==> src/rtl/seg7_pkg.sv <==
// Shared seven-segment definitions: segment bit positions, hex glyph table, decode status.
// Pure constants, no latency; no flow control.
// Encoder and decoder both reference GLYPH_TBL so the two sides cannot drift apart.
package seg7_pkg;

    localparam int SEG_W = 7;
    localparam int NIB_W = 4;

    localparam int SEG_A = 0;
    localparam int SEG_B = 1;
    localparam int SEG_C = 2;
    localparam int SEG_D = 3;
    localparam int SEG_E = 4;
    localparam int SEG_F = 5;
    localparam int SEG_G = 6;

    localparam logic [SEG_W-1:0] SEG_BLANK = 7'h00;

    // Index is the nibble value; bit order {g,f,e,d,c,b,a}
    localparam logic [SEG_W-1:0] GLYPH_TBL [16] = '{
        7'h3F, 7'h06, 7'h5B, 7'h4F, 7'h66, 7'h6D, 7'h7D, 7'h07,
        7'h7F, 7'h67, 7'h77, 7'h7C, 7'h58, 7'h5E, 7'h79, 7'h71
    };

    typedef enum logic [1:0] {
        DEC_OK    = 2'd0,
        DEC_BLANK = 2'd1,
        DEC_BAD   = 2'd2
    } decode_status_t;

endpackage

==> src/rtl/seg7_to_hex.sv <==
// Segment pattern to hex nibble lookup with legality status.
// Latency: combinational, zero cycles.
// Backpressure: none, pure function of the input pattern.
module seg7_to_hex
    import seg7_pkg::*;
(
    input  logic [SEG_W-1:0] seg,
    output logic [NIB_W-1:0] nib,
    output decode_status_t   status
);

    always_comb begin
        nib    = '0;
        status = (seg == SEG_BLANK) ? DEC_BLANK : DEC_BAD;
        for (int i = 0; i < 16; i++) begin
            if (seg == GLYPH_TBL[i]) begin
                nib    = NIB_W'(i);
                status = DEC_OK;
            end
        end
    end

endmodule

==> src/rtl/seg7_scan_decoder.sv <==
// Recovers per-digit hex nibbles from a multiplexed seven-segment bus after a stable run.
// Latency: pattern at pins before edge T gives update in cycle T+STABLE_CYCLES+2.
// Backpressure: none; bus is sampled every cycle, short glitches are filtered by the run length.
module seg7_scan_decoder
    import seg7_pkg::*;
#(
    parameter int NUM_DIGITS    = 4,
    parameter int STABLE_CYCLES = 8,
    parameter bit ACTIVE_LOW    = 1'b0,
    localparam int IW = (NUM_DIGITS > 1) ? $clog2(NUM_DIGITS) : 1
) (
    input  logic                    clk,
    input  logic                    rst_n,
    input  logic [SEG_W-1:0]        seg_in,
    input  logic [NUM_DIGITS-1:0]   dig_sel,
    output logic [4*NUM_DIGITS-1:0] digits_out,
    output logic [NUM_DIGITS-1:0]   digit_valid,
    output logic [NUM_DIGITS-1:0]   digit_err,
    output logic                    update,
    output logic [IW-1:0]           update_idx
);

    localparam int         VW      = NUM_DIGITS + SEG_W;
    localparam logic [7:0] RUN_MAX = 8'(STABLE_CYCLES);

    logic [VW-1:0]         raw_vec;
    logic [VW-1:0]         sync1;
    logic [VW-1:0]         sync2;
    logic [VW-1:0]         prev;
    logic [7:0]            run_len;
    logic [7:0]            run_nxt;
    logic                  commit;
    logic [SEG_W-1:0]      commit_seg;
    logic [NUM_DIGITS-1:0] commit_dig;
    logic                  sel_ok;
    logic [IW-1:0]         sel_idx;
    logic [NIB_W-1:0]      dec_nib;
    decode_status_t        dec_status;

    assign raw_vec = ACTIVE_LOW ? ~{dig_sel, seg_in} : {dig_sel, seg_in};

    always_comb begin
        run_nxt = run_len;
        if (sync2 != prev) begin
            run_nxt = 8'd1;
        end else if (run_len != RUN_MAX) begin
            run_nxt = run_len + 8'd1;
        end
    end

    // commit is high in the cycle after the run reaches its limit, so prev holds the counted pattern
    assign commit_seg = prev[SEG_W-1:0];
    assign commit_dig = prev[VW-1:SEG_W];
    assign sel_ok     = (commit_dig != '0) &&
                        ((commit_dig & (commit_dig - NUM_DIGITS'(1))) == '0);

    always_comb begin
        sel_idx = '0;
        for (int i = 0; i < NUM_DIGITS; i++) begin
            if (commit_dig[i]) begin
                sel_idx = IW'(i);
            end
        end
    end

    seg7_to_hex u_to_hex (
        .seg    (commit_seg),
        .nib    (dec_nib),
        .status (dec_status)
    );

    always_ff @(posedge clk) begin
        if (!rst_n) begin
            sync1       <= '0;
            sync2       <= '0;
            prev        <= '0;
            run_len     <= '0;
            commit      <= 1'b0;
            digits_out  <= '0;
            digit_valid <= '0;
            digit_err   <= '0;
            update      <= 1'b0;
            update_idx  <= '0;
        end else begin
            sync1   <= raw_vec;
            sync2   <= sync1;
            prev    <= sync2;
            run_len <= run_nxt;
            commit  <= (run_nxt == RUN_MAX) && (run_len != RUN_MAX);
            update  <= 1'b0;
            if (commit && sel_ok) begin
                update     <= 1'b1;
                update_idx <= sel_idx;
                for (int i = 0; i < NUM_DIGITS; i++) begin
                    if (commit_dig[i]) begin
                        case (dec_status)
                            DEC_OK: begin
                                digits_out[4*i +: 4] <= dec_nib;
                                digit_valid[i]       <= 1'b1;
                                digit_err[i]         <= 1'b0;
                            end
                            DEC_BLANK: begin
                                digit_valid[i] <= 1'b0;
                                digit_err[i]   <= 1'b0;
                            end
                            default: begin
                                digit_valid[i] <= 1'b0;
                                digit_err[i]   <= 1'b1;
                            end
                        endcase
                    end
                end
            end
        end
    end

endmodule

==> config.mk <==
export PLATFORM = sky130hd
export DESIGN_NAME = seg7_scan_decoder
export DESIGN_NICKNAME = d
export VERILOG_FILES = /design/src/rtl/seg7_pkg.sv /design/src/rtl/seg7_to_hex.sv /design/src/rtl/seg7_scan_decoder.sv
export SDC_FILE = /design/constraint.sdc
export NUM_CORES = 1
export LEC_CHECK = 0
export BUFFER_PORTS_ARGS = -buffer_cell sky130_fd_sc_hd__buf_2
export CAP_MARGIN = 40
export CORE_MARGIN = 4
export CORE_UTILIZATION = 62
export DETAILED_ROUTE_END_ITERATION = 6
export PLACE_DENSITY_LB_ADDON = 0.3
export SYNTH_ARGS = -nofsm -noshare
export SYNTH_HDL_FRONTEND = slang
export SYNTH_SLANG_ARGS = --single-unit
==> constraint.sdc <==
create_clock -name clk -period 5.2 [get_ports clk]
set_clock_uncertainty 0.1 [all_clocks]
set_input_delay 0.78 -clock clk [delete_from_list [all_inputs] [get_ports clk]]
set_output_delay 0.78 -clock clk [all_outputs]
set_load 0.02 [all_outputs]
* Yosys cells after proc, flatten, opt, wreduce, memory -nomap -nowiden
Cells that the tools add are included.
** Operators by class
- Bitwise logic cells :: 1
- Reduce and logical (&&, ||, !) cells :: 16
- Equality and inequality tests :: 20
- $add $sub $neg :: 2
- Mux-type cells :: 40
** Operator list (count)
- equality test 7 bit (second input constant) :: 13
- 2-to-1 mux 2 bit :: 21
- 2-to-1 mux 4 bit :: 8
- 2-to-1 mux 8 bit :: 2
- equality test 7 x 3 -> 1 bit (second input constant) :: 2
- 2-to-1 mux 3 bit :: 4
- AND reduction 3 bit :: 4
- inequality test 11 bit :: 1
- adder 8 x 1 -> 8 bit (second input constant) :: 1
- equality test 8 x 4 -> 1 bit (second input constant) :: 1
- inequality test 8 x 4 -> 1 bit (second input constant) :: 1
- AND reduction 2 bit :: 4
- equality test 7 x 6 -> 1 bit (second input constant) :: 1
- logical NOT 7 bit :: 1
- 2-to-1 mux 1 bit :: 5
- AND 4 bit :: 1
- logical NOT 4 bit :: 1
- nonzero test 4 bit :: 1
- subtractor 4 x 1 -> 4 bit (second input constant) :: 1
- logical AND 1 bit :: 3
- equality test 2 x 1 -> 1 bit (second input constant) :: 1
- logical NOT 2 bit :: 1
- OR reduction 2 bit :: 1
** Storage, ports and cells
- Output and inout port bits :: 27
- Register bits after elaboration :: 69
- Input port bits :: 13
- Word-level logic and storage cells :: 98

* Longest topological paths before layout
Gate-level depths: netlist of the first run.
- Word-level depth :: 21
- Mapped depth :: 7
- Mapped depth without buffers :: 6

* By module
From an unflattened synthesis of the first run, not the netlist that was laid out.
** Unflattened totals
- Cell total of the unflattened synthesis :: 298
- Area total of the unflattened synthesis :: 2974.1 µm²
** Modules (own cells, without submodules)
- seg7_scan_decoder :: sequential area each 1381.3 µm², instances 1, area each 2616.3 µm², cells each 245
- seg7_to_hex :: sequential area each 0.0 µm², instances 1, area each 357.8 µm², cells each 53

* Worst setup path before layout of the first run
Ideal clock, no wire load.
- Kind :: register to register
- Start :: register prev[1]
- End :: register digit_valid[0]
- Required time :: 4.985 ns
- Buffers on the path :: 2
- Arrival :: 1.682 ns
- Setup time :: 0.115 ns
- Period minus slack after synthesis :: 1.897 ns
- Stages on the path, launching flop included :: 8
- Setup slack :: 3.303 ns
- Cell sequence :: dfxtp_1 buf_6 buf_8 nand3_1 a31oi_1 nor4_2 a21oi_2 o21a_1
** Between the ends
- Word-level cells in the longest chain between the ends :: 20
- Elaborated cells on any way between the ends :: 36
- Those cells by class :: eq/ne: 16; mux: 18; reduce/logical: 2
** Ends and longest elaborated chain
- start, declared :: RTL line seg7_scan_decoder.sv:29 : logic [VW-1:0] prev;
- start signal, assigned :: RTL line seg7_scan_decoder.sv:87 : prev <= sync2;
- logical NOT 7 bit :: RTL line seg7_to_hex.sv:14 : status = (seg == SEG_BLANK) ? DEC_BLANK : DEC_BAD;
- 2-to-1 mux 2 bit :: RTL line seg7_to_hex.sv:14
- 2-to-1 mux 2 bit (15 in a row) :: RTL line seg7_to_hex.sv:16 : if (seg == GLYPH_TBL[i]) begin
- 2-to-1 mux 2 bit * :: RTL line seg7_to_hex.sv:16
- logical NOT 2 bit * :: RTL line seg7_scan_decoder.sv:96 : case (dec_status)
- 2-to-1 mux 1 bit * :: RTL line seg7_scan_decoder.sv:96
- end signal, assigned by index :: RTL line seg7_scan_decoder.sv:99 : digit_valid[i] <= 1'b1;
- end signal, assigned by index :: RTL line seg7_scan_decoder.sv:103 : digit_valid[i] <= 1'b0;
- end signal, assigned by index :: RTL line seg7_scan_decoder.sv:107 : digit_valid[i] <= 1'b0;
- end, declared :: RTL line seg7_scan_decoder.sv:17 : output logic [NUM_DIGITS-1:0] digit_valid,
Mark *: on every way between the ends. The rest lies on a longest branch, timed or not.
A chain may end at the register's enable or synchronous reset.

* Final worst setup path of the first run
- Start :: register prev[3]
- End :: register digits_out[4]
** Between the ends
- Word-level cells in the longest chain between the ends :: 20
- Elaborated cells on any way between the ends :: 51
- Those cells by class :: eq/ne: 16; mux: 32; reduce/logical: 3
** Ends and longest elaborated chain
- logical NOT 7 bit :: RTL line seg7_to_hex.sv:14
- 2-to-1 mux 2 bit :: RTL line seg7_to_hex.sv:14
- 2-to-1 mux 2 bit (16 in a row) :: RTL line seg7_to_hex.sv:16
- logical NOT 2 bit :: RTL line seg7_scan_decoder.sv:96
- AND reduction 3 bit (no source line)
- end signal, assigned by index :: RTL line seg7_scan_decoder.sv:98 : digits_out[4*i +: 4] <= dec_nib;
- end, declared :: RTL line seg7_scan_decoder.sv:16 : output logic [4*NUM_DIGITS-1:0] digits_out,
Parallel ways exist; a longest one is shown, timed or not.

==> flow_summary_export.csv, run 1 <==
group,metric,value,unit
global_routing,grt_pass1_wl,10100,um
yosys,yosys_warnings,0,
sta,finalSetupViolations,0,
clock_tree,clockBufferDepth,2,
pwr,pwr-share-comb,0.043,
setup_path,cpPeakStageDelay,0.77,ns
cells_and_area,insertedDiodeCount,0,
floorplanning,core_area,0.00482,mm2
placement,portBuffers,39,
global_routing,grt.overflow.total,0,
clock_tree,cts-root-buf,"clkbuf_8",
placement,placed_cell_area,0.00327,mm2
clock_tree,tritoncts,"done",
floorplanning,start_util,0.654,
setup_path,cp-start-kind,"register",
flow_run,drv_cap,0,
pwr,p_int,809,uW
yosys,synth_top_flop_cell,"dfxtp_1",
pwr,p_sw,236,uW
floorplanning,die_w,79.3,um
yosys,syn_area_per_cell,9.49,um2
pwr,p_seq_frac,0.529,
placement,place_congestion,0.812,
pwr,power-per-cell-area,300,mW/mm2
yosys,synth_seq_cells,69,
clock_tree,htreeDepth,3,
setup_path,worst-path-max-fanout,22,
clock_tree,postCtsHoldBufs,0,
sta,rsz0062_at_grt,"no",
routing,num_vias,2348,
yosys,synth_top_cell_area_share,0.438,
yosys,ys_types,53,
routing,drc,0,
routing,routed_wl,5810,um
setup_path,endpoint_kind,"register",
placement,hpwl,3900,um
sta,tightest_slew,0.798,ns
global_routing,grt_max_degree,48,
hold_path,holdCritPathClass,"reg2reg",
yosys,syn-num-nets,347,
clock_tree,cts.sinks,69,
global_routing,antenna_found_initial,0,
setup_path,path_class,"reg2reg",
yosys,ys_async_sr_fraction,0,
yosys,synth_edf_count,0,
clock_tree,cts_resized,0,
setup_path,path_buf_inv,0,
cells_and_area,area_delta_synth_final,10.6,%
routing,postRouteAntennaNets,0,
global_routing,grt_usage,0.204,
floorplanning,ios,40,
floorplanning,rows,25,
clock_tree,insertion_delay,0.33,ns
yosys,yosysTopAreaCell,"dfxtp_1",
global_routing,grt_pass1_vias,2123,
routing,drt_pass1_iterations,4,
yosys,synth_area_leaders,"dfxtp_1 44%, and2_1 7.3%, xor2_1 4.7%",
pwr,ir_drop,252,uV
setup_path,cp.arrival,2.62,ns
setup_path,crit_slowest_cell,"dfxtp_1",
sta,slew_viol_final,0,
pwr,p_total,1.05,mW
clock_tree,clk_pin_slew,0.08,ns
status,outcome,"complete, no violations",
cells_and_area,nets,375,
sta,min_period,2.55,ns
cells_and_area,layout-drive-gt1-share,0.205,
sta,fmax,393,MHz
setup_path,path_cells,"xnor2_1 -> nor4_1 -> or3_1 -> o41ai_1 -> mux2i_1",
floorplanning,die_y,79.3,um
cells_and_area,final_area,0.00348,mm2
sta,setup_tns,0,ns
sta,hold_ws,0.332,ns
pwr,switching_share,0.226,
clock_tree,numCtsBuffers,9,
sta,post-route-period-util,0.490,
yosys,syn_inst,332,
yosys,ys_seq_area_frac,0.438,
sta,finalHoldViolCount,0,
sta,relSlewSlack,0.467,
pwr,power.share.clock,0.428,
yosys,syn_area,0.00315,mm2
floorplanning,die-area,0.00629,mm2
pwr,p_leak,1.39,nW
clock_tree,post-cts-setup-buffers,0,
routing,drt_iter0_drc,254,
setup_path,cp.required,5.28,ns
routing,wire_per_inst,13.4,um
routing,viasPerCell,5.44,
setup_path,cp_top_family,"flip-flops",
## power by group through the flow
stage          clock (mW)  sequential (mW)  combinational (mW)
3_5_place_dp            0            0.565              0.0450
6_report            0.447            0.553              0.0452
5_1_grt             0.483            0.555              0.0518
3_3_place_gp            0            0.564              0.0419
2_1_floorplan           0            0.556              0.0453
4_1_cts             0.454            0.553              0.0457
## path summary, 6_finish.rpt
| path | startpoint | endpoint | slack [ns] | depth (start not counted) |
|---|---|---|---|---|
| min reg2reg | sync1[7]$_SDFF_PN0_ | sync2[7]$_SDFF_PN0_ | 0.33 | 1 |
| max | prev[3]$_SDFF_PN0_ | digits_out[4]$_SDFFE_PN0P_ | 2.65 | 5 |
| min | sync1[7]$_SDFF_PN0_ | sync2[7]$_SDFF_PN0_ | 0.33 | 1 |
| max reg2reg | prev[3]$_SDFF_PN0_ | digits_out[4]$_SDFFE_PN0P_ | 2.65 | 5 |
## registers in the layout (all words and copies together) (netlist names)
name         flops
prev            11
digits_out      16
sync2           11
commit           1
update           1
update_idx       2
run_len          8
digit_valid      4
sync1           11
digit_err        4
## Yosys cell counts, types with 5 or more instances
| library cell | count |
|---|---|
| nor2_1 | 16 |
| nor3_1 | 7 |
| mux2i_1 | 8 |
| nor4_1 | 8 |
| xor2_1 | 17 |
| o21ai_0 | 5 |
| a31oi_1 | 5 |
| and2_1 | 37 |
| nand2_1 | 28 |
| clkbuf_1 | 11 |
| xnor2_1 | 9 |
| o22ai_1 | 9 |
| dfxtp_1 | 69 |
| inv_1 | 6 |
| a21oi_2 | 5 |
| nor2b_1 | 5 |
| nand3_1 | 18 |
| buf_6 | 8 |
## worst reg2reg max path, delay by kind of cell, from the launching register on
family / cells / cell delay [ns]
flip-flops: 1 / 0.77
AND/OR/NAND/NOR: 2 / 0.47
multiplexers: 1 / 0.17
AO/OA/AOI/OAI: 1 / 0.69
XOR/XNOR: 1 / 0.19
## cell usage in the layout, fill, tap and decap left out, types with 5 or more instances in the layout
cell type,count
dfxtp_1,69
buf_2,39
and2_1,37
nand2_1,28
nand3_1,18
xor2_1,17
nor2_1,16
clkbuf_8,11
xnor2_1,9
o22ai_1,9
nor4_1,8
mux2i_1,8
nor3_1,7
inv_1,6
a31oi_1,5
nor2b_1,5
a21oi_2,5
o21ai_0,5
## layer usage
| metal | part of all wire | global-route usage | vias up |
|---|---|---|---|
| met5 | 0 | 0 | - |
| met4 | 0.012 | 0.0722 | 0 |
| met3 | 0.048 | 0.0567 | 6 |
| met2 | 0.48 | 0.310 | 61 |
| met1 | 0.46 | 0.278 | 1074 |
| li1 | - | - | 1207 |
## cell type report
cell class	count	area [um2]
multi-input cells	234	1570
flip-flops and latches	69	1380
fillers	372	1330
repair buffers	40	215
clock buffers	11	151
well taps	67	83.8
clock inverters	5	58.8
inverters	6	22.5
## metrics by stage
step                       util  worst slack, ns  instances
after floorplan               -             3.30        332
after global placement    0.676             2.70        415
after detailed placement  0.680             2.69        416
after CTS                 0.723             2.66        432
after global routing      0.723             2.37        432
final                     0.723             2.65        432
## cells by family (layout without fill, tap and decap cells)
logic type | after synthesis | count (layout) | synth area share
adders and majority gates | 2 | 2 | 0.00794
xor gates and xnor gates | 26 | 26 | 0.0723
and+or+nand+nor | 151 | 151 | 0.285
AOI/OAI and AO/OA | 47 | 47 | 0.108
muxes | 8 | 8 | 0.0254
DFF | 69 | 69 | 0.438
buffers and inverters | 29 | 62 | 0.0631
No activity file was read; power rests on OpenSTA's default activity.
==> inputs of run 2 (changes only) <==
Settings changed: CORE_UTILIZATION 62 to 52.
Clock period 5.2 ns to 2.3 ns, I/O delays scaled along.
==> flow_summary_export.csv, run 2 (synthesized netlist as in run 1, its figures left out) <==
group,metric,value,unit
sta,min_period,2.23,ns
setup_path,cp.required,2.40,ns
pwr,p_leak,1.50,nW
placement,place_congestion,0.903,
clock_tree,postCtsHoldBufs,0,
clock_tree,clockBufferDepth,2,
setup_path,cp.arrival,2.33,ns
routing,drt_pass1_iterations,4,
cells_and_area,final_common_cell,"dfxtp_1",
routing,routed_wl,6080,um
clock_tree,cts.sinks,69,
sta,finalHoldViolCount,0,
floorplanning,start_util,0.536,
floorplanning,die-area,0.00737,mm2
routing,postRouteAntennaNets,0,
clock_tree,insertion_delay,0.34,ns
floorplanning,die_y,85.9,um
routing,drc,0,
clock_tree,htreeDepth,3,
clock_tree,cts-root-buf,"clkbuf_8",
sta,hold_ws,0.109,ns
global_routing,grt_usage,0.171,
setup_path,cp-start-kind,"register",
clock_tree,clk_pin_slew,0.07,ns
global_routing,grt_max_degree,35,
cells_and_area,layout-drive-gt1-share,0.250,
placement,portBuffers,39,
pwr,ir_drop,499,uV
flow_run,drv_cap,0,
hold_path,holdCritPathClass,"in2reg",
pwr,p_total,2.43,mW
global_routing,grt_pass1_wl,10000,um
routing,drt_iter0_drc,228,
cells_and_area,insertedDiodeCount,0,
sta,setup_tns,0,ns
floorplanning,ios,40,
setup_path,path_class,"reg2reg",
sta,post-route-period-util,0.968,
cells_and_area,largest-register,"digits_out",
global_routing,grt.overflow.total,0,
status,outcome,"complete, no violations",
routing,wire_per_inst,13.2,um
sta,tightest_slew,0.508,ns
setup_path,endpoint_kind,"register",
cells_and_area,largest_reg_flops,16,
routing,num_vias,2431,
sta,relSlewSlack,0.659,
floorplanning,rows,28,
routing,viasPerCell,5.30,
setup_path,worst-path-max-fanout,10,
floorplanning,die_w,85.9,um
sta,finalSetupViolations,0,
cells_and_area,final_cell_mix,"68 x dfxtp_1, 39 x buf_2, 37 x and2_1",
cells_and_area,nFillCells,505,
global_routing,grt_pass1_vias,2267,
cells_and_area,nets,394,
cells_and_area,area_delta_synth_final,16.0,%
placement,hpwl,4220,um
clock_tree,tritoncts,"done",
global_routing,antenna_found_initial,0,
floorplanning,core_area,0.00589,mm2
sta,fmax,449,MHz
sta,slew_viol_final,0,
clock_tree,numCtsBuffers,9,
pwr,power-per-cell-area,663,mW/mm2
[run 2: cell type report]
type	instances	area, um2	area share
timing repair buffer	59	345	0.0944
sequential	69	1380	0.378
inverter	6	22.5	0.00616
clock inverter	6	86.3	0.0236
multi-input combinational	234	1600	0.437
clock buffer	10	128	0.0349
tap	75	93.8	0.0257
[run 2: what timing repair did]
| item | 4_1_cts | 5_1_grt |
|---|---|---|
| gates resized for setup | 0 | 5 |
| setup endpoints to repair | 0 | 9 |
| setup buffers | 0 | 0 |
[run 2: worst paths after layout]
check	slack [ns]	to	cells past startpoint	start
max	0.07	digits_out[4]$_SDFFE_PN0P_	7	prev[2]$_SDFF_PN0_
min	0.11	sync1[4]$_SDFF_PN0_	2	seg_in[4]
max reg2reg	0.07	digits_out[4]$_SDFFE_PN0P_	7	prev[2]$_SDFF_PN0_
min reg2reg	0.34	sync2[0]$_SDFF_PN0_	1	sync1[0]$_SDFF_PN0_
[run 2: worst max-delay path, cell delays in order, from the launching register on]
cell	delay [ns]
dfxtp_1	0.43
buf_4	0.23
nand3_1	0.11
nor4_1	0.08
or3_1	0.42
o41ai_1	0.42
buf_4	0.21
mux2i_1	0.09
[run 2: power breakdown]
| group | internal [mW] | switching, mW |
|---|---|---|
| sequential | 1.22 | 0.0220 |
| combinational | 0.0601 | 0.0636 |
| clock | 0.611 | 0.450 |
[run 2: per-stage QoR]
stage / worst slack, ns / std cells / utilization / cell area [um2]
6_report: 0.0739 / 459 / 0.621 / 3660
5_1_grt: -0.0214 / 459 / 0.621 / 3660
4_1_cts: 0.0370 / 459 / 0.616 / 3630
3_5_place_dp: 0.0809 / 443 / 0.580 / 3410
3_3_place_gp: 0.184 / 443 / 0.580 / 3410
2_1_floorplan: 0.403 / 332 / - / 3150
[run 2: per-layer routing]
metal	routed length, um	up-vias	part of all wire	track usage
met3	457	11	0.075	0.0615
met1	2800	1092	0.46	0.211
li1	-	1245	-	-
met5	0	-	0	0
met2	2720	83	0.45	0.264
met4	104	0	0.017	0.0863
